<file path="src/rtl/shift_arbiter.sv">
// shift_arbiter: round-robin arbiter and sequencer that lets NREQ requesters
// share one external combinational barrel shifter. Each granted request is
// registered, presented to the shifter, and its result returned over a
// valid/ready response channel tagged with the requester id.
// Optional build macro: SHIFT_BYPASS_EN -- a request granted with a zero
// shift amount skips the SHIFT state and responds one cycle after acceptance.
module shift_arbiter #(
    parameter int NREQ  = 4,
    parameter int WIDTH = 8,
    parameter int SHW   = 3,
    parameter int IDW   = 2
) (
    input  logic                  clk,
    input  logic                  rst,
    input  logic [NREQ-1:0]       req_valid,
    output logic [NREQ-1:0]       req_ready,
    input  logic [NREQ*WIDTH-1:0] req_data,
    input  logic [NREQ*SHW-1:0]   req_shamt,
    input  logic [NREQ-1:0]       req_dir,
    output logic [WIDTH-1:0]      sh_in,
    output logic [SHW-1:0]        sh_shamt,
    output logic                  sh_dir,
    input  logic [WIDTH-1:0]      sh_out,
    output logic                  resp_valid,
    input  logic                  resp_ready,
    output logic [WIDTH-1:0]      resp_data,
    output logic [IDW-1:0]        resp_id
);

    typedef enum logic [1:0] {
        IDLE  = 2'd0,
        SHIFT = 2'd1,
        RESP  = 2'd2
    } state_t;

    state_t           r_state;
    logic [WIDTH-1:0] r_op_data;
    logic [SHW-1:0]   r_op_shamt;
    logic             r_op_dir;
    logic [IDW-1:0]   r_op_id;
    logic [IDW-1:0]   r_last_grant;
    logic             r_resp_valid;
    logic [WIDTH-1:0] r_resp_data;
    logic [IDW-1:0]   r_resp_id;

    logic             w_found;
    logic [IDW-1:0]   w_win;
    logic [IDW-1:0]   w_idx;
    logic             w_grant;
    logic [NREQ-1:0]  w_ready;
    logic [WIDTH-1:0] w_win_data;
    logic [SHW-1:0]   w_win_shamt;
    logic             w_win_dir;

    // Rotating-priority search: first valid requester after the last grant.
    // The IDW-bit add wraps naturally because NREQ is a power of two.
    always_comb begin
        w_found = 1'b0;
        w_win   = '0;
        w_idx   = '0;
        for (int k = 1; k <= NREQ; k++) begin
            w_idx = r_last_grant + IDW'(k);
            if (!w_found && req_valid[w_idx]) begin
                w_found = 1'b1;
                w_win   = w_idx;
            end
        end
    end

    // A grant is only offered from IDLE and never while reset is asserted.
    assign w_grant     = (r_state == IDLE) && w_found && !rst;
    assign w_win_data  = req_data[int'(w_win)*WIDTH +: WIDTH];
    assign w_win_shamt = req_shamt[int'(w_win)*SHW +: SHW];
    assign w_win_dir   = req_dir[w_win];

    // One-hot accept to the winning requester only.
    always_comb begin
        w_ready = '0;
        if (w_grant) begin
            w_ready[w_win] = 1'b1;
        end
    end

    // Sequencer: IDLE accepts a winner, SHIFT captures the shifter result,
    // RESP holds the result until the consumer takes it.
    always_ff @(posedge clk) begin
        if (rst) begin
            r_state      <= IDLE;
            r_op_data    <= '0;
            r_op_shamt   <= '0;
            r_op_dir     <= 1'b0;
            r_op_id      <= '0;
            r_last_grant <= IDW'(NREQ - 1);
            r_resp_valid <= 1'b0;
            r_resp_data  <= '0;
            r_resp_id    <= '0;
        end else begin
            case (r_state)
                IDLE: begin
                    if (w_grant) begin
                        r_op_data    <= w_win_data;
                        r_op_shamt   <= w_win_shamt;
                        r_op_dir     <= w_win_dir;
                        r_op_id      <= w_win;
                        r_last_grant <= w_win;
`ifdef SHIFT_BYPASS_EN
                        if (w_win_shamt == '0) begin
                            r_resp_data  <= w_win_data;
                            r_resp_id    <= w_win;
                            r_resp_valid <= 1'b1;
                            r_state      <= RESP;
                        end else begin
                            r_state <= SHIFT;
                        end
`else
                        r_state <= SHIFT;
`endif
                    end
                end
                SHIFT: begin
                    r_resp_data  <= sh_out;
                    r_resp_id    <= r_op_id;
                    r_resp_valid <= 1'b1;
                    r_state      <= RESP;
                end
                RESP: begin
                    if (resp_ready) begin
                        r_resp_valid <= 1'b0;
                        r_state      <= IDLE;
                    end
                end
                default: begin
                    r_state <= IDLE;
                end
            endcase
        end
    end

    // Shifter inputs come straight from the operand registers so they are
    // stable for the whole SHIFT cycle.
    assign sh_in      = r_op_data;
    assign sh_shamt   = r_op_shamt;
    assign sh_dir     = r_op_dir;

    assign req_ready  = w_ready;
    assign resp_valid = r_resp_valid;
    assign resp_data  = r_resp_data;
    assign resp_id    = r_resp_id;

endmodule

</file>
<file path="config.mk">
export PLATFORM = sky130hd
export DESIGN_NAME = shift_arbiter
export DESIGN_NICKNAME = d
export VERILOG_FILES = /design/src/rtl/shift_arbiter.sv
export SDC_FILE = /design/constraint.sdc
export NUM_CORES = 1
export LEC_CHECK = 0
export BUFFER_PORTS_ARGS = -buffer_cell sky130_fd_sc_hd__buf_2
export CAP_MARGIN = 10
export CELL_PAD_IN_SITES_DETAIL_PLACEMENT = 1
export CELL_PAD_IN_SITES_GLOBAL_PLACEMENT = 1
export CORE_ASPECT_RATIO = 1.5
export CORE_MARGIN = 2
export CORE_UTILIZATION = 32
export CTS_CLUSTER_DIAMETER = 100
export DETAILED_ROUTE_END_ITERATION = 12
export PLACE_DENSITY_LB_ADDON = 0.3
export SKIP_CTS_REPAIR_TIMING = 1
export SKIP_LAST_GASP = 1
export SLEW_MARGIN = 5
export SYNTH_ARGS = -nofsm -noshare
export SYNTH_HDL_FRONTEND = slang
export SYNTH_SLANG_ARGS = --single-unit
</file>
<file path="constraint.sdc">
create_clock -name clk -period 1.79 [get_ports clk]
set_input_delay 0.179 -clock clk [delete_from_list [all_inputs] [get_ports clk]]
set_output_delay 0.179 -clock clk [all_outputs]
set_load 0.01 [all_outputs]
</file>
### Word level (Yosys, flattened, before mapping)

Index checks and enable logic that the tools add are counted.

| storage, ports and cells | value |
|---|---|
| output and inout bits | 27 |
| register bits | 29 |
| word-level logic and storage cells | 66 |
| input port bits | 63 |

| operators by class | value |
|---|---|
| equal/unequal tests | 4 |
| shift-type cells | 2 |
| multipliers | 1 |
| mux-type cells | 26 |
| add/subtract/negate cells | 3 |
| magnitude comparators | 6 |
| reduce and logical (&&, ||, !) cells | 15 |

Operators with widths:

| kind | count |
|---|---|
| variable part select 32 x 6 -> 8 bit | 1 |
| less-than comparator 2 x 3 -> 1 bit (second input constant) | 5 |
| two-way mux 2 bit | 6 |
| variable part select 12 x 5 -> 3 bit | 1 |
| two-way mux 1 bit | 11 |
| binary-select mux 1 bit (select 2 bit) | 5 |
| logical AND 1 bit | 6 |
| one-hot mux 2 bit (3 select lines) | 1 |
| AND reduction 2 bit | 3 |
| adder 2 bit (second input constant) | 2 |
| logical NOT 1 bit | 4 |
| multiplier 2 x 2 -> 4 bit (second input constant) | 1 |
| two-way mux 4 bit | 1 |
| inequality test 2 bit (second input constant) | 2 |
| adder 2 x 1 -> 2 bit (second input constant) | 1 |
| demux 1 bit (select 2 bit) | 1 |
| == test 2 x 1 -> 1 bit (second input constant) | 1 |
| == test 2 bit (second input constant) | 1 |
| >= comparator 2 x 1 -> 1 bit (second input constant) | 1 |
| logical NOT 2 bit | 1 |
| one-hot mux 1 bit (2 select lines) | 1 |
| nonzero test 2 bit | 1 |

### Logic depth before layout (Yosys ltp)

Gate-level depths: netlist of the first run.

| logic depth | value |
|---|---|
| depth after elaboration | 18 |
| depth in mapped cells | 7 |
| mapped depth without buffers | 6 |

### Worst setup path after synthesis of the first run

No wires, ideal clock.

| path | value |
|---|---|
| path type | register -> register |
| start | reg r_last_grant[1] |
| end | reg r_op_dir (netlist: sh_dir) |
| buffers on the path | 2 |
| library setup time | 0.123 ns |
| setup slack | 0.169 ns |
| clock period less this slack | 1.621 ns |
| arrival | 1.498 ns |
| data required time | 1.667 ns |
| cell stages (with the launch flop) | 8 |
| path through | dfxtp_1 mux2i_1 a2bb2oi_2 and2_4 buf_12 buf_12 mux2i_1 a211oi_2 |

| on the way | value |
|---|---|
| cells in the longest elaborated chain, start to end | 16 |
| elaborated cells on any way between the ends | 30 |
| classes of those cells | add/sub: 3; mux: 18; reduce/logical: 9 |

RTL lines:

| item | line | RTL |
|---|---|---|
| start: declaration | 41 | `logic [IDW-1:0] r_last_grant;` |
| start signal: assignment | 93 | `r_last_grant <= IDW'(NREQ - 1);` |
| start signal: assignment | 105 | `r_last_grant <= w_win;` |
| branches (longest 16 deep; another with adder 2 x 1 -> 2 bit) | n/a |  |
| end signal: assignment | 103 | `r_op_dir <= w_win_dir;` |
| end: declaration | 39 | `logic r_op_dir;` |

Several ways; the timed one is not identified. The select of a mux whose other input is x is not followed.
A chain may end at the register's enable or synchronous reset.

### Final worst setup path of the first run

| path | value |
|---|---|
| start | reg r_last_grant[1] |
| end | out req_ready[3] |

| on the way | value |
|---|---|
| cells in the longest elaborated chain, start to end | 18 |
| elaborated cells on any way between the ends | 33 |
| classes of those cells | add/sub: 3; order compare: 2; mux: 19; reduce/logical: 9 |

RTL lines:

| item | line | RTL |
|---|---|---|
| adder 2 x 1 -> 2 bit | 62 | `w_idx = r_last_grant + IDW'(k);` |
| binary-select mux 1 bit (select 2 bit) | 63 | `if (!w_found && req_valid[w_idx]) begin` |
| two-way mux 1 bit (implied by the code) | 63 |  |
| two-way mux 1 bit | 63 |  |
| logical NOT 1 bit | 63 |  |
| logical AND 1 bit | 63 |  |
| two-way mux 1 bit | 63 |  |
| logical NOT 1 bit | 63 |  |
| [2 not listed] | n/a |  |
| logical NOT 1 bit | 63 |  |
| logical AND 1 bit | 63 |  |
| two-way mux 2 bit | 63 |  |
| less-than comparator 2 x 3 -> 1 bit (implied by the code) or >= comparator 2 x 1 -> 1 bit (tied branches) | 80 | `w_ready[w_win] = 1'b1;` |
| logical AND 1 bit (implied by the code) | 80 |  |
| two-way mux 1 bit (implied by the code) | 80 |  |
| demux 1 bit (select 2 bit) | 80 |  |
| two-way mux 4 bit (*) | 79 | `if (w_grant) begin` |
| end: declaration | 16 | `output logic [NREQ-1:0] req_ready,` |

Every way passes the cells marked *; elsewhere a longest branch is shown, timed or not. The select of a mux whose other input is x is not followed.

==> qor.txt, run 1 <==
Commonest cells post-synth: dfxtp_1, nand2_1, a211oi_2, o21bai_1
Critical Path Start Type: flop
Max Clock Skew: 0.00638 ns
Max layer used: met4
Leakage: 1.10 nW
Diodes inserted: 0
DR vias/cell: 4.90
Endpoints failing setup: 0
Post-synth top area share: 0.352
Ys async rst share: 0
Total power: 1.92 mW
Clock power frac: 0.284
DRT met1 WL: 1860 microns
Die Y: 92.0 microns
Drt pass-1 iters: 4
Syn Std Cell Area: 1650 sq um
Worst setup EP type: primary output
Flop pwr share: 0.392
# DRC: 0
Clock buffer depth: 2
Register area share after synthesis: 0.352
Synth Area per Inst: 9.59 sq um
Post-synthesis net count: 235
Status: finished clean
Post-synth EDFFs: 0
Met2 wire length: 2930 microns
Count of port buffers added during placement: 89
Vias in the first global route: 1833
CP Data Required Time: 1.61 ns
Critical path fanouts, max: 7
Max-Cap Viols: 0
CTS clk-pin slew, worst paths: 0.06 ns
Die area: 5760 sq um
Drt first-iter violations: 21
Pin count of the biggest net entering global routing: 29
WL met3: 296 microns
Logic pwr share: 0.325
Fmax: 577 MHz
Initial antenna violation count: 0
Pins over their slew limit: 0
Int Pwr: 1.31 mW
Place WS: 0.0317 ns
#FFs+latches synth: 29
Core area: 5040 sq um
Drt wl/cell: 14.9 microns
Final period util: 0.969
Layout Nets: 340
CTS tree: done
Number of fill cells in the layout: 649
Worst-Skew Late Latency: 0.28 ns
Synthesis-to-finish area growth: 43.5%
# rows: 32
Worst-Margin Slew: 0.552 ns
Final hold vios: 0
Gpl congestion: 0.736
Unique masters post-synth: 36
Total CTS buffers: 5
Via count: 1692
Root buffer cell: clkbuf_8
Post-Syn Instances: 172
Max VDD drop: 368 uV
Detailed Route WL: 5150 microns
Fin worst setup slack: 0.0563 ns
HPWL Detailed: 3760 microns
First-pass GRT wire length: 8140 microns
Starting Density: 0.327
Final worst path period need: 1.73 ns
Critical setup path kind: flop to primary output
Worst endpoint data arrival time: 1.55 ns
Area contributors post-synth: dfxtp_1, a211oi_2, mux2i_1
Htree depth: 2
Layout cells sized above 1: 0.545
Congestion Overflow GR: 0
Ports: 90
Post-DRT Antenna Nets: 0
Slew headroom: 0.631
Fin Hold WS: 0.146 ns
Clock sinks: 29
Net Switching: 603 uW
Switching portion of total power: 0.315
Worst Hold Class: input port to flop
GRT Util Overall: 0.177
Area leader, netlist: dfxtp_1
Chip width: 62.6 microns
Setup TNS: 0 ns
RSZ-0062 raised after global routing: true
Synth warnings: 0
Power per cell area: 810 nW/um^2
Count leader, synth: dfxtp_1
Dominant synthesized flop cell: dfxtp_1
## cell families after synthesis
group	after synthesis	synth area share
compound gates	71	0.378
mux	12	0.0728
buf+inv	15	0.0713
simple gates	45	0.126
flops	29	0.352
## power by group through the flow
stage                     clock, mW  sequential [mW]  combinational (mW)
after detailed placement          0            0.762               0.553
after global placement            0            0.760               0.543
after global routing          0.597            0.762               0.681
after floorplan                   0            0.785               0.347
final                         0.544            0.751               0.623
after CTS                     0.564            0.749               0.555
## flip-flops by register name (all words and copies together), names as in the netlist
name          count
sh_dir            1
sh_in             8
sh_shamt          3
resp_id           2
resp_data         8
r_last_grant      2
resp_valid        1
r_state           2
r_op_id           2
## layer usage
layer  up-vias  GRT usage
met5         -          0
met1       784      0.163
li1        843          -
met4         0     0.0556
met3         5     0.0528
met2        60      0.359
## path summary, 6_finish.rpt
check	start	endpoint	slack, ns	cells past startpoint
setup reg to reg	r_last_grant[1]	sh_shamt[0]	0.08	6
hold reg to reg	resp_data[0]	resp_data[0]	0.45	2
setup / recovery	r_last_grant[1]	req_ready[3]	0.06	5
hold / removal	sh_out[3]	resp_data[3]	0.15	3
## cell usage in the layout (no fill, tap or decap), types with 3 or more instances in the layout
cell type / instances
dfxtp_2: 3
buf_2: 89
dfxtp_1: 26
nor2_1: 10
buf_4: 21
a211oi_1: 7
nand2_1: 20
mux2i_1: 11
a21boi_0: 11
clkbuf_8: 6
o21bai_1: 13
a21oi_1: 12
nor3_2: 3
a211oi_2: 16
## metrics by stage
step | area, sq um | instances | util
6_report | 2370 | 345 | 0.469
5_1_grt | 2370 | 345 | 0.469
4_1_cts | 2230 | 332 | 0.441
3_5_place_dp | 2140 | 325 | 0.424
3_3_place_gp | 2140 | 325 | 0.424
2_1_floorplan | 1650 | 172 | -
## area by class of cell
class	count	area, sq um	share of cell area
multi-input combinational	129	1000	0.422
timing repair buffer	110	603	0.255
sequential	29	584	0.247
clock buffer	7	86.3	0.0365
tap	68	85.1	0.0359
inverter	2	10.0	0.00423
## critical path, cell delays in order (launching register included)
cell and delay, ns:
dfxtp_2 0.36, mux2i_2 0.22, a2bb2oi_2 0.25, and2_4 0.24
nor3_2 0.05, buf_2 0.16
No activity file was read; power rests on OpenSTA's default activity.
==> inputs of run 2 (changes only) <==
- SETUP_SLACK_MARGIN: default -> 0.5
==> run 2 against run 1 <==
The flow now finishes with violations (negative setup slack). First-iteration DRC count rose by 52%. Combinational power rose by 14%. Worst hold slack got worse by 0.018 ns. Clock-buffer cell count fell by 2. Register-to-register slack barely moved. Fmax fell by 3.6%. Clock power barely moved. Total power rose by 4.9%. Setup slack got worse by 0.064 ns. Largest cell class unchanged.
==> qor.txt, run 2 (synthesis results as in run 1) <==
Clock power frac: 0.271
Failing checks: negative setup slack
GRT Util Overall: 0.184
Net Switching: 684 uW
Worst-Margin Slew: 0.426 ns
Area of the multi-input gates: 1070 sq um
Reg area: 591 sq um
End-of-flow core utilization: 0.500
Hold Path Sink: resp_data[4]
Reg2Reg Depth: 7
Die Y: 92.0 microns
Initial antenna violation count: 0
Most frequent cells in the layout: buf_2, dfxtp_1, nand2_1, buf_4, a211oi_2
Number of fill cells in the layout: 642
Drt pass-1 iters: 4
Endpoints failing setup: 1
Ports: 90
Layout cells sized above 1: 0.599
# rows: 32
RSZ-0062 raised after global routing: true
Root buffer cell: clkbuf_8
Worst-Skew Late Latency: 0.28 ns
Pins over their slew limit: 0
Logic pwr share: 0.354
Int Pwr: 1.33 mW
Max Clock Skew: 0.00460 ns
CTS clk-pin slew, worst paths: 0.07 ns
HPWL Detailed: 3740 microns
Leakage: 1.15 nW
Final instance area: 2520 sq um
CTS tree: done
Vias in the first global route: 1789
Clock sinks: 29
Diodes inserted: 0
Flop pwr share: 0.375
Final worst path period need: 1.80 ns
DR vias/cell: 5.00
Clock buffer depth: 2
CP Data Required Time: 1.61 ns
Min-delay src: sh_out[4]
R2R Setup Slk: 0.08 ns
# DRC: 0
Post-DRT Antenna Nets: 0
Drt wl/cell: 15.9 microns
Fmax: 556 MHz
Worst Hold Class: input port to flop
Max-Cap Viols: 0
Critical setup path kind: flop to primary output
Starting Density: 0.327
First-pass GRT wire length: 8360 microns
Drt first-iter violations: 32
Worst R2R End: sh_in[7]
Congestion Overflow GR: 0
Place WS: 0.0394 ns
Pin count of the biggest net entering global routing: 29
Die area: 5760 sq um
Worst endpoint data arrival time: 1.62 ns
Most common cell after layout, fill and taps aside: buf_2
Critical Path Start Type: flop
Layout Nets: 346
Gpl congestion: 0.674
Detailed Route WL: 5600 microns
Slew headroom: 0.715
Status: complete, but fails checks
Synthesis-to-finish area growth: 52.8%
Critical path fanouts, max: 7
Htree depth: 2
Final period util: 1.00
Via count: 1760
Switching portion of total power: 0.340
Max VDD drop: 356 uV
R2r startpoint: r_last_grant[1]
Total CTS buffers: 5
Hold Path Depth: 3
Core area: 5040 sq um
Placed inst area: 2180 sq um
Worst setup EP type: primary output
Chip width: 62.6 microns
Total power: 2.01 mW
Final hold vios: 0
Count of port buffers added during placement: 89
Power per cell area: 798 nW/um^2
Fin worst setup slack: -0.00816 ns
[run 2: how the worst max path moves through the flow]
stage / startpoint / slack [ns] / to
floorplan: r_last_grant[1] / 0.24 / sh_dir
global placement: r_last_grant[1] / 0.13 / sh_in[3]
detailed placement: r_last_grant[1] / 0.04 / sh_in[1]
CTS: r_last_grant[1] / -0.16 / req_ready[1]
global route: r_last_grant[1] / -0.09 / req_ready[2]
finish: r_last_grant[1] / -0.008 / req_ready[2]
[run 2: metrics by stage]
step / TNS, ns / cells / hold WS, ns
6_report: -0.00816 / 352 / 0.128
5_1_grt: -0.222 / 352 / 0.132
4_1_cts: -0.403 / 333 / 0.127
3_5_place_dp: 0 / 325 / 0.430
3_3_place_gp: 0 / 325 / 0.425
2_1_floorplan: 0 / 172 / 0.315
[run 2: layer usage]
layer | global-route usage | up-vias | part of all wire
li1 | - | 860 | -
met1 | 0.186 | 846 | 0.37
met2 | 0.364 | 48 | 0.58
met3 | 0.0344 | 6 | 0.036
met4 | 0.0667 | 0 | 0.014
met5 | 0 | - | 0
[run 2: critical path, stage by stage, from the launching register on]
cell	delay (ns)
dfxtp_4	0.39
mux2i_2	0.22
a2bb2oi_2	0.23
nand2_2	0.10
buf_6	0.14
nor3_4	0.11
buf_2	0.15
[run 2: cell type report]
type	count	share of cell area
Clock buffer	5	0.0273
Clock inverter	3	0.00695
Inverter	2	0.00397
Multi-Input combinational cell	129	0.425
Sequential cell	29	0.234
Tap cell	68	0.0337
Timing Repair Buffer	116	0.269
[run 2: power by group through the flow]
stage	Combinational, mW	Sequential, mW	Clock (mW)
after floorplan	0.372	0.786	0
after global placement	0.562	0.763	0
after detailed placement	0.572	0.766	0
after global routing	0.777	0.763	0.590
final	0.713	0.754	0.545
after CTS	0.574	0.752	0.561
